`config.mk`:
```
export PLATFORM = sky130hd
export DESIGN_NAME = chunk_seq_adder_flat
export DESIGN_NICKNAME = d
export VERILOG_FILES = /design/src/rtl/chunk_seq_adder_pkg.sv /design/src/rtl/chunk_seq_adder_if.sv /design/src/rtl/chunk_seq_adder_fa.sv /design/src/rtl/chunk_seq_adder.sv /design/src/flat_wrapper.sv
export SDC_FILE = /design/constraint.sdc
export NUM_CORES = 1
export LEC_CHECK = 0
export CORE_MARGIN = 8
export CORE_UTILIZATION = 25
export CTS_CLUSTER_DIAMETER = 30
export DETAILED_ROUTE_END_ITERATION = 12
export GPL_ROUTABILITY_DRIVEN = 0
export PLACE_DENSITY = 0.45
export SLEW_MARGIN = 5
export SYNTH_ARGS = -nofsm -noshare
export SYNTH_HDL_FRONTEND = slang
export SYNTH_SLANG_ARGS = --single-unit
export TNS_END_PERCENT = 5
```
`constraint.sdc`:
```
create_clock -name clk -period 3.37 [get_ports clk]
set_input_delay 0.674 -clock clk [delete_from_list [all_inputs] [get_ports clk]]
set_output_delay 0.674 -clock clk [all_outputs]
set_load 0.03 [all_outputs]
```
`src/rtl/chunk_seq_adder_pkg.sv`:
```
// chunk_seq_adder_pkg: shared constants and FSM state encoding for chunk_seq_adder.
// Rev 1.0
`default_nettype none

package chunk_seq_adder_pkg;

  localparam int DEF_N = 8;
  localparam int DEF_C = 4;

  typedef enum logic [1:0] {
    IDLE = 2'd0,
    RUN  = 2'd1,
    DONE = 2'd2
  } state_e;

  localparam logic [1:0] ST_IDLE = IDLE;
  localparam logic [1:0] ST_RUN  = RUN;
  localparam logic [1:0] ST_DONE = DONE;

endpackage

`default_nettype wire

```
`src/rtl/chunk_seq_adder_if.sv`:
```
// chunk_seq_adder_if: operand/result handshake bundle; ovf present only with CHUNK_SEQ_ADDER_OVF_EN.
// Rev 1.0
`default_nettype none

interface chunk_seq_adder_if #(
  parameter int N = chunk_seq_adder_pkg::DEF_N
);

  logic         in_valid;
  logic         in_ready;
  logic [N-1:0] a;
  logic [N-1:0] b;
  logic         cin;
  logic         out_valid;
  logic         out_ready;
  logic [N-1:0] sum;
  logic         cout;
  logic         busy;
`ifdef CHUNK_SEQ_ADDER_OVF_EN
  logic         ovf;
`endif

  modport master (
    output in_valid, a, b, cin, out_ready,
`ifdef CHUNK_SEQ_ADDER_OVF_EN
    input  ovf,
`endif
    input  in_ready, out_valid, sum, cout, busy
  );

  modport slave (
    input  in_valid, a, b, cin, out_ready,
`ifdef CHUNK_SEQ_ADDER_OVF_EN
    output ovf,
`endif
    output in_ready, out_valid, sum, cout, busy
  );

endinterface

`default_nettype wire

```
`src/rtl/chunk_seq_adder_fa.sv`:
```
// chunk_fa: combinational W-bit ripple full adder, also exposing the carry into its MSB.
// Rev 1.0
`default_nettype none

module chunk_fa #(
  parameter int W = 4
) (
  input  logic [W-1:0] a,
  input  logic [W-1:0] b,
  input  logic         cin,
  output logic [W-1:0] sum,
  output logic         cout,
  output logic         c_msb
);

  logic [W:0] c;

  always_comb begin
    c    = '0;
    sum  = '0;
    c[0] = cin;
    for (int i = 0; i < W; i++) begin
      sum[i]   = a[i] ^ b[i] ^ c[i];
      c[i+1]   = (a[i] & b[i]) | (c[i] & (a[i] ^ b[i]));
    end
  end

  assign cout  = c[W];
  assign c_msb = c[W-1];

endmodule

`default_nettype wire

```
`src/rtl/chunk_seq_adder.sv`:
```
// chunk_seq_adder: adds a+b+cin over N/C cycles, one C-bit chunk per cycle, with valid/ready handshakes.
// Rev 1.0 -- optional signed-overflow output enabled by CHUNK_SEQ_ADDER_OVF_EN.
`default_nettype none

module chunk_seq_adder
  import chunk_seq_adder_pkg::*;
#(
  parameter int N = DEF_N,
  parameter int C = DEF_C
) (
  input  logic             clk,
  input  logic             rst,
  chunk_seq_adder_if.slave bus
);

  localparam int NCH = (C > 0) ? (N / C) : 1;
  localparam int KW  = (NCH > 1) ? $clog2(NCH) : 1;

  if (C < 1) begin : g_bad_c
    $error("chunk_seq_adder: C must be at least 1");
  end else if ((N % C) != 0) begin : g_bad_n
    $error("chunk_seq_adder: N must be an integer multiple of C");
  end

  logic [1:0]    state;
  logic [N-1:0]  a_r;
  logic [N-1:0]  b_r;
  logic          carry;
  logic [KW-1:0] k;
  logic [N-1:0]  sum_r;
  logic          cout_r;
  int            idx;
  logic          last;
  logic [C-1:0]  fa_sum;
  logic          fa_cout;
  logic          fa_cmsb;

  assign idx  = int'(k) * C;
  assign last = (k == KW'(NCH - 1));

  chunk_fa #(.W(C)) u_fa (
    .a     (a_r[idx +: C]),
    .b     (b_r[idx +: C]),
    .cin   (carry),
    .sum   (fa_sum),
    .cout  (fa_cout),
    .c_msb (fa_cmsb)
  );

`ifdef CHUNK_SEQ_ADDER_OVF_EN
  logic ovf_r;
  assign bus.ovf = ovf_r;
`else
  logic unused_cmsb;
  assign unused_cmsb = fa_cmsb;
`endif

  always_ff @(posedge clk) begin
    if (rst) begin
      state  <= ST_IDLE;
      a_r    <= '0;
      b_r    <= '0;
      carry  <= 1'b0;
      k      <= '0;
      sum_r  <= '0;
      cout_r <= 1'b0;
`ifdef CHUNK_SEQ_ADDER_OVF_EN
      ovf_r  <= 1'b0;
`endif
    end else begin
      case (state)
        ST_IDLE: begin
          if (bus.in_valid) begin
            a_r   <= bus.a;
            b_r   <= bus.b;
            carry <= bus.cin;
            k     <= '0;
            state <= ST_RUN;
          end
        end
        ST_RUN: begin
          sum_r[idx +: C] <= fa_sum;
          carry           <= fa_cout;
          if (last) begin
            // The final chunk's carry-out is the carry out of bit N-1.
            k      <= '0;
            cout_r <= fa_cout;
`ifdef CHUNK_SEQ_ADDER_OVF_EN
            ovf_r  <= fa_cmsb ^ fa_cout;
`endif
            state  <= ST_DONE;
          end else begin
            k <= k + KW'(1);
          end
        end
        ST_DONE: begin
          if (bus.out_ready) state <= ST_IDLE;
        end
        default: state <= ST_IDLE;
      endcase
    end
  end

  assign bus.in_ready  = (state == ST_IDLE) && !rst;
  assign bus.out_valid = (state == ST_DONE);
  assign bus.busy      = (state == ST_RUN) || (state == ST_DONE);
  assign bus.sum       = sum_r;
  assign bus.cout      = cout_r;

endmodule

`default_nettype wire
```
`src/flat_wrapper.sv`:
```
// flat-port wrapper written by rule: the top's interface ports become plain ports
module chunk_seq_adder_flat import chunk_seq_adder_pkg::*;
#(
  parameter int N = DEF_N,
  parameter int C = DEF_C
)
  (clk, rst, bus_in_valid, bus_a, bus_b, bus_cin, bus_out_ready, bus_in_ready, bus_out_valid, bus_sum, bus_cout, bus_busy);
  chunk_seq_adder_if #(.N(N)) bus_i ();
  input  logic clk;
  input  logic rst;
  input wire logic [$bits(bus_i.in_valid)-1:0] bus_in_valid;
  input wire logic [$bits(bus_i.a)-1:0] bus_a;
  input wire logic [$bits(bus_i.b)-1:0] bus_b;
  input wire logic [$bits(bus_i.cin)-1:0] bus_cin;
  input wire logic [$bits(bus_i.out_ready)-1:0] bus_out_ready;
  output wire logic [$bits(bus_i.in_ready)-1:0] bus_in_ready;
  output wire logic [$bits(bus_i.out_valid)-1:0] bus_out_valid;
  output wire logic [$bits(bus_i.sum)-1:0] bus_sum;
  output wire logic [$bits(bus_i.cout)-1:0] bus_cout;
  output wire logic [$bits(bus_i.busy)-1:0] bus_busy;
  assign bus_i.in_valid = bus_in_valid;
  assign bus_i.a = bus_a;
  assign bus_i.b = bus_b;
  assign bus_i.cin = bus_cin;
  assign bus_i.out_ready = bus_out_ready;
  assign bus_in_ready = bus_i.in_ready;
  assign bus_out_valid = bus_i.out_valid;
  assign bus_sum = bus_i.sum;
  assign bus_cout = bus_i.cout;
  assign bus_busy = bus_i.busy;
  chunk_seq_adder #(.N(N), .C(C)) u_core (.clk(clk), .rst(rst), .bus(bus_i));
endmodule
```
==> impl_metrics.yaml <==
grt:
  grt_usage_pct: 8.234
  grt_pass1_wl_um: 5451
  grt_max_degree: 31
  antenna_found_initial: 0
  overflow: 0
  grt_pass1_vias: 1154
pwr:
  powerDensity_nw_per_um2: 533.9
  vdd_ir_drop_max_v: 0.0002547
  leakagePower_nw: 0.6809
  power_uw: 981.3
min_path:
  hold_end: "u_core.bus.sum[6]"
  min_from: "u_core.bus.sum[6]"
  whs_path_depth: 2
  min-delay-path-class: "reg2reg"
placed_design:
  place_area_um2: 1755
  dp_cells: 250
  dp_hpwl_um: 2438
  dp_slack_ns: 0.5426
  io_buffers: 32
detailed_routing:
  drc_errors: 0
  drt_iter0_markers: 55
  ant_nets: 0
  vias_per_cell: 4.244
  wl_per_cell_um: 12.75
  routed_wl_um: 3290
  vias: 1095
  drtPass1Iterations: 4
timing:
  max_freq_mhz: 354.4
  finalCritPeriodShare_pct: 83.74
  worst_slew_pin_slew_ns: 0.5472
  grt_setup_unrepaired: "no"
  hold_violations: 0
  fin_crit_ns: 2.822
  setup_tns_ns: 0
  slew_headroom_pct: 63.43
  fin_ws_ns: 0.5481
  holdWs_ns: 0.4533
  maxSlewViolCount: 0
  fin_skew_ns: 0.004408
  setup_viol_count_final: 0
clocking:
  cts-root-buf: "clkbuf_8"
  htreeDepth: 2
  ctsHoldBuffers: 0
  numCtsBuffers: 5
  cts.clk_slew.worst_paths_ns: 0.07
  clock_latency_ns: 0.28
  clk_path_buf_depth: 2
  cts_tree: "built"
  cts_setup_buffers: 0
  cts-resized-gates: 0
  cts_sinks: 29
logic_synthesis:
  synthCells: 154
  yosys.area.top_type: "dfxtp_1"
  yosys_warnings: 0
  synth_cell_types: 28
  syn_nets: 182
  syn_avg_cell_area_um2: 9.246
  synth-seq-cells: 29
  syn-cell-area_um2: 1424
  synthTopCellsByArea: "dfxtp_1 41%, nand2_1 10%, a21oi_1 6.3%"
  ys_seq_area_share_pct: 40.77
  synth_top_area_share_pct: 40.77
setup_path:
  timing.rr.start: "u_core.k"
  cp_slowest_cell: "fa_1"
  r2r_cells: 7
  cpPeakStageDelay_ns: 0.42
  critical_path_arrival_ns: 2.97
  critPathKind: "reg2reg"
  critPathCaptureType: "flip-flop"
  worstPathCellList: "mux2_2, fa_1, fa_1, fa_1, fa_1, a211oi_1, a211oi_1"
  start_kind: "flip-flop"
  cp.required_ns: 3.52
  r2r_slack_ns: 0.55
  critPathMaxFanout: 4
  reg2reg_to: "u_core.carry"
  path_common_cell: "fa_1"
  crit_buf_inv: 0
  cp_top_family: "adder cells"
floorplanning:
  die_x_um: 91.47
  io-pin-count: 33
  fp.dieArea_um2: 8367
  rows: 27
  initial_core_util_pct: 25.86
  core_um2: 5507
  die_y_um: 91.47
finish:
  antenna_cells: 0
  syn_to_final_growth_pct: 29.09
  fin_area_um2: 1838
  instances_no_fill: 258
  final_util_pct: 33.38
  nets: 213
  layout-drive-gt1-share_pct: 16.13
status:
  outcome: "completed"
run:
  max_cap_violations: 0
## cell type report
class / instances / area [µm²]
Fill cell: 586 / 3669
Multi-Input combinational cell: 110 / 726.9
Sequential cell: 29 / 580.6
Timing Repair Buffer: 35 / 342.8
Tap cell: 72 / 90.09
Clock buffer: 6 / 72.57
Inverter: 4 / 15.01
Clock inverter: 2 / 10.01
## worst register-to-register path: stages (launching register included)
cell and delay (ns):
dfxtp_1 0.39, mux2_2 0.37, fa_1 0.41, fa_1 0.39, fa_1 0.39, fa_1 0.42
a211oi_1 0.26, a211oi_1 0.08
## sequential cells by signal, indices dropped and copies added (netlist names)
| name | cells |
|---|---|
| u_core.k | 1 |
| u_core.b_r | 8 |
| u_core.state | 2 |
| u_core.a_r | 8 |
| u_core.bus.cout | 1 |
| u_core.carry | 1 |
| u_core.bus.sum | 8 |
## cell usage after synthesis
cell      number
buf_6          3
xor2_1         1
and2_4         1
nor2_1         5
nor3b_2        1
o31ai_2        1
nor2b_1        3
buf_2          5
ha_1           3
dfxtp_1       29
a211oi_2       1
a21oi_2        6
mux2_2         8
nand2b_1       2
nand2_1       39
a31o_2         1
mux2i_1        5
o21a_1         1
a211oi_1       2
inv_1          4
nand3_1        5
nor2b_2        1
nor3_1         2
buf_4          1
a21oi_1       18
buf_8          1
buf_12         1
fa_1           4
## layout by cell type, fill, tap and decap left out, drive strengths merged
cell type	instances
nand3	5
clkbuf	6
buf	3
and2	1
ha	3
fa	4
dfxtp	29
a31o	1
xor2	1
mux2	8
nor2	5
nand2	39
o21a	1
nor3	2
nor2b	4
nor3b	1
o31ai	1
nand2b	2
mux2i	5
inv	4
a21oi	24
a211oi	3
clkdlybuf4s50	32
clkinv	2
## per-layer routing
metal | part of all wire (%) | vias up | wire (µm) | track usage [%]
met4 | 1.4 | 0 | 47 | 3.683
met3 | 5.1 | 4 | 168 | 3.128
met2 | 44 | 29 | 1445 | 13.03
met1 | 50 | 492 | 1629 | 9.645
met5 | 0 | - | 0 | 0
li1 | - | 570 | - | -
## how the worst max path moves through the flow
stage | from | to | slack, ns | cells after the start
after global placement | u_core.k | u_core.carry | 0.61 | 7
after detailed placement | u_core.k | u_core.carry | 0.54 | 7
after CTS | u_core.k | u_core.carry | 0.55 | 7
after global routing | u_core.k | u_core.carry | 0.41 | 7
after floorplan | u_core.k | u_core.carry | 0.42 | 9
final | u_core.k | u_core.carry | 0.55 | 7
## logic make-up after synthesis
logic type | after synthesis | share of synthesized area [%]
flip-flops | 29 | 40.77
buffers and inverters | 15 | 8.171
AND/OR/NAND/NOR | 59 | 18.37
multiplexers | 13 | 9.842
XOR/XNOR | 1 | 0.6152
adder cells (fa/ha/maj) | 7 | 8.261
AO/OA/AOI/OAI | 30 | 13.97
## power by group
group          internal [mW]  switching, mW  total (mW)  leakage, nW
sequential             0.378         0.0200       0.398        0.237
combinational          0.138          0.169       0.307        0.399
clock                  0.143          0.133       0.276       0.0450
(Power assumes the default switching activity.)
